--- config.mk ---
export PLATFORM = sky130hd
export DESIGN_NAME = block_scroller_flat
export DESIGN_NICKNAME = d
export VERILOG_FILES = /design/src/rtl/block_scroller_if.sv /design/src/rtl/block_scroller.sv /design/src/flat_wrapper.sv
export SDC_FILE = /design/constraint.sdc
export NUM_CORES = 1
export LEC_CHECK = 0
export CELL_PAD_IN_SITES_DETAIL_PLACEMENT = 1
export CELL_PAD_IN_SITES_GLOBAL_PLACEMENT = 1
export CORE_MARGIN = 2
export CORE_UTILIZATION = 32
export DETAILED_ROUTE_END_ITERATION = 8
export PLACE_DENSITY = 0.95
export SETUP_SLACK_MARGIN = 0.5
export SLEW_MARGIN = 20
export SYNTH_ARGS = -nofsm -noshare
export SYNTH_HDL_FRONTEND = slang
export SYNTH_SLANG_ARGS = --single-unit
--- constraint.sdc ---
create_clock -name clk -period 3.5 [get_ports clk]
set_input_delay 0.35 -clock clk [delete_from_list [all_inputs] [get_ports clk]]
set_output_delay 0.35 -clock clk [all_outputs]
set_load 0.05 [all_outputs]
--- src/rtl/block_scroller_if.sv ---
// Note handshake between the note source (master) and block_scroller (slave).
// The scroller raises note_req; the source answers with note_valid plus the note.
interface block_scroller_if;
  logic        note_req;
  logic        note_valid;
  logic [15:0] note_freq;
  logic [7:0]  note_id;

  modport master (output note_valid, output note_freq, output note_id, input note_req);
  modport slave  (input note_valid, input note_freq, input note_id, output note_req);
endinterface

--- src/rtl/block_scroller.sv ---
// Scrolls a note block leftwards once per video frame and fetches the next note on respawn.
// All outputs are registered so the downstream sprite sees values stable for a whole frame.
module block_scroller #(
  parameter logic [12:0] X_START    = 13'd1280,
  parameter logic [12:0] SPEED      = 13'd4,
  parameter logic [9:0]  FRAME_LINE = 10'd720,
  parameter logic [15:0] FREQ_MAX   = 16'd1848
) (
  input  logic                   clk,
  input  logic                   rst,
  input  logic [10:0]            hcount_in,
  input  logic [9:0]             vcount_in,
  input  logic                   start,
  input  logic                   halt,
  block_scroller_if.slave        note_bus,
  output logic [12:0]            x_out,
  output logic [15:0]            freq_out,
  output logic [7:0]             note_out,
  output logic                   active,
  output logic                   passed
);

  typedef enum logic [1:0] {
    ST_IDLE      = 2'd0,
    ST_WAIT_NOTE = 2'd1,
    ST_SCROLL    = 2'd2
  } state_e;

  state_e      state_q, state_d;
  logic [12:0] x_q, x_d;
  logic [15:0] freq_q, freq_d;
  logic [7:0]  note_q, note_d;
  logic        note_req_q, note_req_d;
  logic        active_q, active_d;
  logic        passed_q, passed_d;
  logic        frame_cond_s, frame_cond_q, tick_q;

  // Keeps (freq>>2)+gap inside the sprite column.
  function automatic logic [15:0] clamp_freq(input logic [15:0] f);
    return (f > FREQ_MAX) ? FREQ_MAX : f;
  endfunction

  assign frame_cond_s = (hcount_in == 11'd0) && (vcount_in == FRAME_LINE);

  // One tick per frame no matter how long the frame condition holds.
  always_ff @(posedge clk) begin
    if (rst) begin
      frame_cond_q <= 1'b0;
      tick_q       <= 1'b0;
    end else begin
      frame_cond_q <= frame_cond_s;
      tick_q       <= frame_cond_s & ~frame_cond_q;
    end
  end

  always_ff @(posedge clk) begin
    if (rst) begin
      state_q    <= ST_IDLE;
      x_q        <= X_START;
      freq_q     <= 16'd0;
      note_q     <= 8'd0;
      note_req_q <= 1'b0;
      active_q   <= 1'b0;
      passed_q   <= 1'b0;
    end else begin
      state_q    <= state_d;
      x_q        <= x_d;
      freq_q     <= freq_d;
      note_q     <= note_d;
      note_req_q <= note_req_d;
      active_q   <= active_d;
      passed_q   <= passed_d;
    end
  end

  always_comb begin
    state_d    = state_q;
    x_d        = x_q;
    freq_d     = freq_q;
    note_d     = note_q;
    note_req_d = 1'b0;
    active_d   = 1'b0;
    passed_d   = 1'b0;
    case (state_q)
      ST_IDLE: begin
        x_d = X_START;
        if (start) begin
          state_d    = ST_WAIT_NOTE;
          note_req_d = 1'b1;
        end else begin
          state_d = ST_IDLE;
        end
      end
      ST_WAIT_NOTE: begin
        if (note_bus.note_valid && note_req_q) begin
          freq_d   = clamp_freq(note_bus.note_freq);
          note_d   = note_bus.note_id;
          state_d  = ST_SCROLL;
          active_d = 1'b1;
        end else begin
          note_req_d = 1'b1;
        end
      end
      ST_SCROLL: begin
        active_d = 1'b1;
        // Respawn is tested before subtracting, so x never wraps.
        if (tick_q && !halt) begin
          if (x_q >= SPEED) begin
            x_d = x_q - SPEED;
          end else begin
            x_d        = X_START;
            passed_d   = 1'b1;
            state_d    = ST_WAIT_NOTE;
            note_req_d = 1'b1;
            active_d   = 1'b0;
          end
        end else begin
          x_d = x_q;
        end
      end
      default: begin
        state_d = ST_IDLE;
        x_d     = X_START;
      end
    endcase
  end

  assign x_out             = x_q;
  assign freq_out          = freq_q;
  assign note_out          = note_q;
  assign note_bus.note_req = note_req_q;
  assign active            = active_q;
  assign passed            = passed_q;

endmodule

--- src/flat_wrapper.sv ---
// flat-port wrapper written by rule: the top's interface ports become plain ports
module block_scroller_flat 
#(
  parameter logic [12:0] X_START    = 13'd1280,
  parameter logic [12:0] SPEED      = 13'd4,
  parameter logic [9:0]  FRAME_LINE = 10'd720,
  parameter logic [15:0] FREQ_MAX   = 16'd1848
)
  (clk, rst, hcount_in, vcount_in, start, halt, x_out, freq_out, note_out, active, passed, note_bus_note_valid, note_bus_note_freq, note_bus_note_id, note_bus_note_req);
  block_scroller_if note_bus_i ();
  input  logic clk;
  input  logic rst;
  input  logic [10:0] hcount_in;
  input  logic [9:0] vcount_in;
  input  logic start;
  input  logic halt;
  output logic [12:0] x_out;
  output logic [15:0] freq_out;
  output logic [7:0] note_out;
  output logic active;
  output logic passed;
  input wire logic [$bits(note_bus_i.note_valid)-1:0] note_bus_note_valid;
  input wire logic [$bits(note_bus_i.note_freq)-1:0] note_bus_note_freq;
  input wire logic [$bits(note_bus_i.note_id)-1:0] note_bus_note_id;
  output wire logic [$bits(note_bus_i.note_req)-1:0] note_bus_note_req;
  assign note_bus_i.note_valid = note_bus_note_valid;
  assign note_bus_i.note_freq = note_bus_note_freq;
  assign note_bus_i.note_id = note_bus_note_id;
  assign note_bus_note_req = note_bus_i.note_req;
  block_scroller #(.X_START(X_START), .SPEED(SPEED), .FRAME_LINE(FRAME_LINE), .FREQ_MAX(FREQ_MAX)) u_core (.clk(clk), .rst(rst), .hcount_in(hcount_in), .vcount_in(vcount_in), .start(start), .halt(halt), .note_bus(note_bus_i), .x_out(x_out), .freq_out(freq_out), .note_out(note_out), .active(active), .passed(passed));
endmodule
Word-level counts from Yosys, hierarchy flattened
Index checks and enable logic that the tools add are counted.
{"block": "word_totals", "ff_bits": 44, "word_cells": 50}
{"block": "classes", "add_sub_neg": 1, "order_cmp": 2, "eq_ne": 6, "muxes": 18, "bitwise": 4, "reduce_logical": 10}
{"operator": "$mux W13", "count": 2}
{"operator": "$pmux W13 S2", "count": 1}
{"operator": "$gt A16 B11 Y1 const B", "count": 1}
{"operator": "$mux W16", "count": 1}
{"operator": "$ge A13 B3 Y1 const B", "count": 1}
{"operator": "$sub A13 B3 Y13 const B", "count": 1}
{"operator": "$logic_not A11 Y1", "count": 1}
{"operator": "$eq A10 B10 Y1 const B", "count": 1}
{"operator": "$mux W1", "count": 8}
{"operator": "$mux W2", "count": 3}
{"operator": "$pmux W2 S3", "count": 1}
{"operator": "$ne A2 B1 Y1 const B", "count": 2}
{"operator": "$reduce_and A2 Y1", "count": 2}
{"operator": "$logic_and A1 B1 Y1", "count": 3}
{"operator": "$not A1 Y1", "count": 3}
{"operator": "$pmux W1 S3", "count": 1}
{"operator": "$reduce_and A3 Y1", "count": 1}
{"operator": "$eq A2 B1 Y1 const B", "count": 1}
{"operator": "$eq A2 B2 Y1 const B", "count": 1}
{"operator": "$logic_not A2 Y1", "count": 1}
{"operator": "$ne A2 B2 Y1 const B", "count": 1}
{"operator": "$pmux W1 S2", "count": 1}
{"operator": "$reduce_or A2 Y1", "count": 1}
{"operator": "$and A1 B1 Y1", "count": 1}
{"operator": "$logic_not A1 Y1", "count": 1}

Depth between registers and ports, before layout
Gate-level depths: netlist of run 1.
{"block": "depth", "word_depth": 4, "ltp_mapped": 6}

Worst setup path after synthesis of run 1
Ideal clock, no wire load.
{"block": "synth_timing", "path_type": "reg2reg", "from": "register u_core.x_q[3] (netlist: u_core.x_out[3])", "to": "register u_core.state_q[0]", "setup_time_ps": 132, "arrival_time_ps": 1970, "required_ps": 3368, "path_slack_ps": 1399, "stages_incl_launch_ff": 7, "n_path_buf": 0, "cell_sequence": "dfxtp_1 -> inv_1 -> ha_1 -> nor4b_1 -> a41oi_1 -> nor4_1 -> nor3_1"}
{"block": "synth_via", "elab_chain_len": 3}
{"item": "start, declared", "line": "block_scroller.sv:30", "rtl": "logic [12:0] x_q, x_d;"}
{"item": "start signal, assigned", "line": "block_scroller.sv:59", "rtl": "x_q <= X_START;"}
{"item": "start signal, assigned", "line": "block_scroller.sv:67", "rtl": "x_q <= x_d;"}
{"item": "$ge A13 B3 Y1", "line": "block_scroller.sv:108", "rtl": "if (x_q >= SPEED) begin"}
{"item": "$ne A2 B2 Y1 (no line)"}
{"item": "$reduce_and A3 Y1 (no line)"}
{"item": "end signal, assigned", "line": "block_scroller.sv:66", "rtl": "state_q <= state_d;"}
{"item": "end, declared", "line": "block_scroller.sv:29", "rtl": "state_e state_q, state_d;"}
Every way passes these cells.
A chain may end at the register's enable or synchronous reset.

Final worst setup path of run 1
{"block": "layout_timing", "from": "register u_core.x_q[6] (netlist: u_core.x_out[6])", "to": "output x_out[6]"}
{"item": "end, declared", "line": "flat_wrapper.sv:17", "rtl": "output logic [12:0] x_out;"}
No word-level cell between the ends.

==> results.md, run 1 <==
* Outcome: finished clean
* Worst-case clock buffer depth at 2
* Worst Setup Slack, final at 1430 ps
* Dpl hpwl at 4530 um
* Tightest Pin Transition at 827 ps
* CTS resizes at 0
* Clk_lat worst skew at 290 ps
* CP max FO at 10
* R2R setup slack at 1440 ps
* Maximum VDD drop at 0.000183 V
* Largest net degree at the start of global routing at 39
* Synth warnings at 0
* Clock transition at path regs at 90 ps
* Clock skew at 5.84 ps
* CP Cell Sequence: clkdlybuf4s50_1
* Final WL at 5950 um
* Commonest cells in the netlist: dfxtp_1, nand2_1, a21oi_1, nor2_1
* Critical path type: reg -> out
* Syn_area_per_cell at 8.58 um2
* Synth area leader: dfxtp_1
* Slew headroom at 0.443
* Share of the synthesized area in the top cell type at 0.424
* IO Count at 90
* DR iter-0 viols at 84
* First-pass GRT wire length at 9590 um
* Final hold viol count at 0
* Crit start category: flop
* Initial antenna violation count at 0
* Pre-CTS setup slack at 1410 ps
* Worst path slowest cell: clkdlybuf4s50_1
* Hold buffer count at cts at 0
* Final worst path period need at 2070 ps
* Ys async rst share at 0
* Post-synthesis cell type count at 50
* Core area at 5960 um2
* Max-cap violations at 0
* CTS Sinks at 42
* H-Tree Depth at 2
* Remaining DRCs at 0
* Antenna-violating nets left at 0
* Post-CTS setup buffers at 0
* Die X at 82.7 um
* N_diodes at 0
* Leakage at 0.999 nW
* Buf+Inv Stages, Crit Path at 1
* Seq/Total Area, Yosys at 0.424
* Tcrit/Tclk final at 0.590
* WP data arrival at 1720 ps
* Mapped cell area at 1980 um2
* GRT Util Overall at 0.182
* Pwr Density at 333 nW/um2
* Die H at 82.7 um
* Largest stage delay on the critical path at 870 ps
* # rows at 28
* FMAX at 484 MHz
* Delay-heaviest family, CP: buffers and inverters
* Final total negative setup slack at 0 ps
* Vias in the first global route at 2088
* CTS tree: built
* Max Slew Vio Count at 0
* Via count at 2080
* Yosys reg bits at 42
* Root buf cell: clkbuf_8
* Congestion Overflow GR at 0
* EDFF count, synth at 0
* Placed Area at 2910 um2
* Drt first pass iters at 4
* Synth Flop Type: dfxtp_1
* GPL Wtd Cong at 0.846
* RSZ-0062 raised after global routing: no
* Area of the die at 6840 um2
* Initial core utilization at 0.333
* Synthesized instance count at 231
* DR vias/cell at 5.31
* WP data required at 3150 ps
* WL/cell at 15.2 um
* # setup viols final at 0
* Layout cells sized above 1 at 0.0505
* Finished Cell Area at 3000 um2
* Most numerous cell in the Yosys netlist: dfxtp_1
* NumNets Final at 372
* Hold crit path type: reg -> reg
* Synth top area cells: dfxtp_1, a21oi_1, nand2_1
* Total CTS buffers at 5
* Crit path capture type: output pin
* PortBufs at 87
* Area Growth Syn to Fin at 51.5%
power by group:
part,leakage (nW),switching [W],internal (W)
Sequential,0.339,0.00000735,0.000487
Clock,0.0447,0.000185,0.000144
Combinational,0.615,0.0000926,0.0000834
Total,0.999,0.000285,0.000714
cell families (layout without fill, tap and decap cells):
logic type | Yosys count | after routing | synth area share
AND/OR/NAND/NOR | 103 | 103 | 0.294
AO/OA/AOI/OAI | 61 | 61 | 0.205
flip-flops | 42 | 42 | 0.424
buffers and inverters | 18 | 103 | 0.0379
adder cells (fa/ha/maj) | 6 | 6 | 0.0379
other | 1 | 2 | 0.00189
final timing paths:
check,depth (start not counted),start,to
max,1,u_core.x_out[6],x_out[6]
min,1,u_core.frame_cond_q,u_core.tick_q
max reg2reg,5,u_core.state_q[1],u_core.freq_out[1]
min reg2reg,1,u_core.frame_cond_q,u_core.tick_q
area by class of cell:
type                    instances  area, um2
clock inverters                 3       25.0
repair buffers                 88        878
inverters                       7       26.3
multi-input cells             172       1070
clock buffers                   5       68.8
well taps                      75       93.8
fillers                       706       2950
flip-flops and latches         42        841
sequential cells by signal, summed over array words and instances, names as in the netlist:
signal                    cells
u_core.passed                 1
u_core.x_out                 11
u_core.active                 1
u_core.note_bus.note_req      1
u_core.state_q                2
u_core.frame_cond_q           1
u_core.note_out               8
u_core.tick_q                 1
u_core.freq_out              16
metrics by stage:
step | hold WS (ps) | cells | util | power (W)
after global placement | 372 | 384 | 0.488 | 0.000675
after CTS | 410 | 392 | 0.504 | 0.00101
after floorplan | 367 | 232 | - | 0.000593
after global routing | 434 | 392 | 0.504 | 0.00105
after detailed placement | 397 | 384 | 0.488 | 0.000681
final | 401 | 392 | 0.504 | 0.000999
cell usage in the layout (no fill, tap or decap), types with 2 or more instances in the layout:
master           Yosys  layout
nand2_1             27      27
o21ai_1              5       5
a211oi_1             7       7
o21a_1               2       2
inv_1                7       7
conb_1               1       2
nor4b_1              2       2
ha_1                 6       6
dfxtp_1             42      42
a21o_1               2       2
nor4_1               5       5
a31oi_1              3       3
and2_1               5       5
nor3_1               5       5
nor2_1              22      22
or3_1                3       3
clkbuf_8             0       5
a21oi_1             23      23
a41oi_1              3       3
nand4_1              3       3
or4_1                3       3
nand4b_1             2       2
nand3_1              5       5
nand3b_1             8       8
clkdlybuf4s50_1      0      87
o2111ai_1            3       3
o21ai_0              3       3
nand2b_1             2       2
per-layer routing:
metal	vias up	routed length (um)	GRT usage
li1	1011	-	-
met1	1008	2510	0.223
met2	59	3060	0.317
met3	2	341	0.0435
met4	0	40	0.0525
met5	-	0	0
No activity file was read; power rests on OpenSTA's default activity.
==> inputs of run 2 (changes only) <==
CORE_UTILIZATION = 26   (was 32)
PLACE_DENSITY = 0.87   (was 0.95)
clock period = 1.7 ns   (was 3.5 ns; I/O delays follow)
==> run 2 against run 1 <==
Clock power rose by 130%. Total power is 120% higher. Register-to-register slack got worse by 1400 ps. Clock skew increased by 11 ps. Die area up 22%. Global-route usage grew 0.45 points. Critical endpoint is now u_core.x_out[8]. Worst hold slack worse by 180 ps. Non-clock buffer count up 30. Flip-flop and latch count did not move.
==> results.md, run 2 (synthesized netlist as in run 1, its figures left out) <==
* Outcome: finished clean
* N_diodes at 0 (unchanged)
* Crit. Startpoint: u_core.x_out[2]
* IO Count at 90 (unchanged)
* Area Growth Syn to Fin at 77.8%
* WP data required at 1890 ps (-1260 ps)
* Initial antenna violation count at 0 (unchanged)
* Clock skew at 16.4 ps (+10.6 ps)
* Reg2Reg Launch Point: u_core.x_out[2]
* CP max FO at 4 (-6)
* Min Hold Slack at 222 ps (-178 ps)
* Remaining DRCs at 0 (unchanged)
* Crit start category: flop
* CTS Sinks at 42 (unchanged)
* Commonest cells after routing, fill and taps aside: buf_4, dfxtp_1, nand2_1
* RSZ-0062 raised after global routing: yes
* R2R setup slack at 20 ps (-1420 ps)
* Root buf cell: clkbuf_8
* GPL Wtd Cong at 0.829 (-2.1%)
* Drt first pass iters at 4 (unchanged)
* Pre-CTS setup slack at -27.4 ps (-1440 ps)
* First-pass GRT wire length at 12400 um (+29%)
* Critical path type: reg -> reg
* Max reg flops at 16 (unchanged)
* Finished Cell Area at 3520 um2 (+17%)
* Largest net degree at the start of global routing at 30 (-23%)
* Hold buffer count at cts at 0 (unchanged)
* Clk_lat worst skew at 300 ps (about the same)
* Commonest non-fill, non-tap cell in the layout: buf_4
* WP data arrival at 1880 ps (+160 ps)
* # setup viols final at 0 (unchanged)
* Max Slew Vio Count at 0 (unchanged)
* Dpl hpwl at 5080 um (+12%)
* Final-layout fill cell count at 821 (+16%)
* Congestion Overflow GR at 0 (unchanged)
* Worst-case clock buffer depth at 2 (unchanged)
* Initial core utilization at 0.270 (-0.0624)
* Hold Crit Start: note_bus_note_freq[5]
* FMAX at 594 MHz
* Die H at 91.3 um (+10%)
* WL/cell at 17.5 um (+16%)
* Hold crit path type: in -> reg
* PortBufs at 87 (unchanged)
* DR iter-0 viols at 96 (+14%)
* Final hold viol count at 0 (unchanged)
* Crit path capture type: flop
* NumNets Final at 406 (+9.1%)
* Leakage at 1.48 nW (+48%)
* Max-cap violations at 0 (unchanged)
* Area of the die at 8340 um2 (+22%)
* # rows at 31 (+11%)
* Clock transition at path regs at 90 ps (about the same)
* Total power at 0.00224 W (+120%)
* Layout cells sized above 1 at 0.387 (+0.337)
* DR vias/cell at 5.15 (-3.0%)
* Pwr Density at 637 nW/um2 (+91%)
* Final WL at 7890 um (+33%)
* Die X at 91.3 um (+10%)
* H-Tree Depth at 2 (unchanged)
* Final worst path period need at 1680 ps
* Endpoint of the worst hold path: u_core.freq_out[5]
* R2R depth at 6 (+1)
* Worst Setup Slack, final at 15.2 ps (-1420 ps)
* Antenna-violating nets left at 0 (unchanged)
* Via count at 2316 (+11%)
* Total CTS buffers at 5 (unchanged)
* CTS tree: built
* Placed Area at 3130 um2 (+7.7%)
* Hold Crit Depth at 3 (+2)
* Tcrit/Tclk final at 0.991
* Reg2reg end: u_core.x_out[8]
* Maximum VDD drop at 0.000334 V (+82%)
* Vias in the first global route at 2430 (+16%)
* GRT Util Overall at 0.187 (+0.00448)
* Core area at 7330 um2 (+23%)
==> run 2: cell types whose count changed in the layout (fill, tap and decap cells not counted), moves of 10 or more <==
cell,delta
dfxtp_1,-14
dlymetal6s2s_1,+17
clkdlybuf4s50_1,-65
buf_4,+36
buf_2,+21
dlygate4sd2_1,+10
==> run 2: layout make-up <==
type,count,area (um2),area share
repair buffers,118,1030,0.294
flip-flops and latches,42,871,0.247
clock buffers,7,97.6,0.0277
multi-input cells,176,1360,0.385
inverters,7,33.8,0.00959
clock inverters,1,6.26,0.00178
well taps,99,124,0.0352
==> run 2: power breakdown <==
group | switching, W | internal, W
sequential | 0.0000271 | 0.000998
combinational | 0.000250 | 0.000213
clock | 0.000375 | 0.000381
total | 0.000653 | 0.00159
==> run 2: timing repair <==
action                     CTS  global route
setup endpoints to repair   64            57
pin swaps                   14            15
resized for setup          119            64
gates cloned                 4             0
buffers inserted            10             4
==> run 2: per-stage QoR <==
stage | TNS, ps | util | std cells
after floorplan | -34.2 | - | 232
final | 0 | 0.481 | 450
after detailed placement | -75.0 | 0.427 | 424
after CTS | 0 | 0.464 | 446
after global routing | -123 | 0.481 | 450
after global placement | 0 | 0.427 | 424
==> run 2: routing by layer <==
metal / wire, um / vias up / GRT usage
met4: 104 / 0 / 0.0480
met5: 0 / - / 0
li1: - / 1087 / -
met3: 377 / 10 / 0.0448
met1: 3340 / 1147 / 0.214
met2: 4070 / 72 / 0.346
==> run 2: worst max-delay path, cell delays in order (launching register included) <==
cell,delay (ps)
dfxtp_4,370
inv_4,70
ha_4,120
or3b_4,400
or4_1,420
a21oi_2,130
o31ai_1,70
==> run 2: worst max path at each step <==
stage | endpoint | slack, ps | cells past startpoint
after CTS | u_core.x_out[8] | 9 | 6
after floorplan | u_core.x_out[8] | -30 | 6
after global placement | u_core.x_out[4] | 5 | 6
final | u_core.x_out[8] | 20 | 6
after global routing | u_core.x_out[10] | -60 | 6
after detailed placement | u_core.x_out[4] | -30 | 6
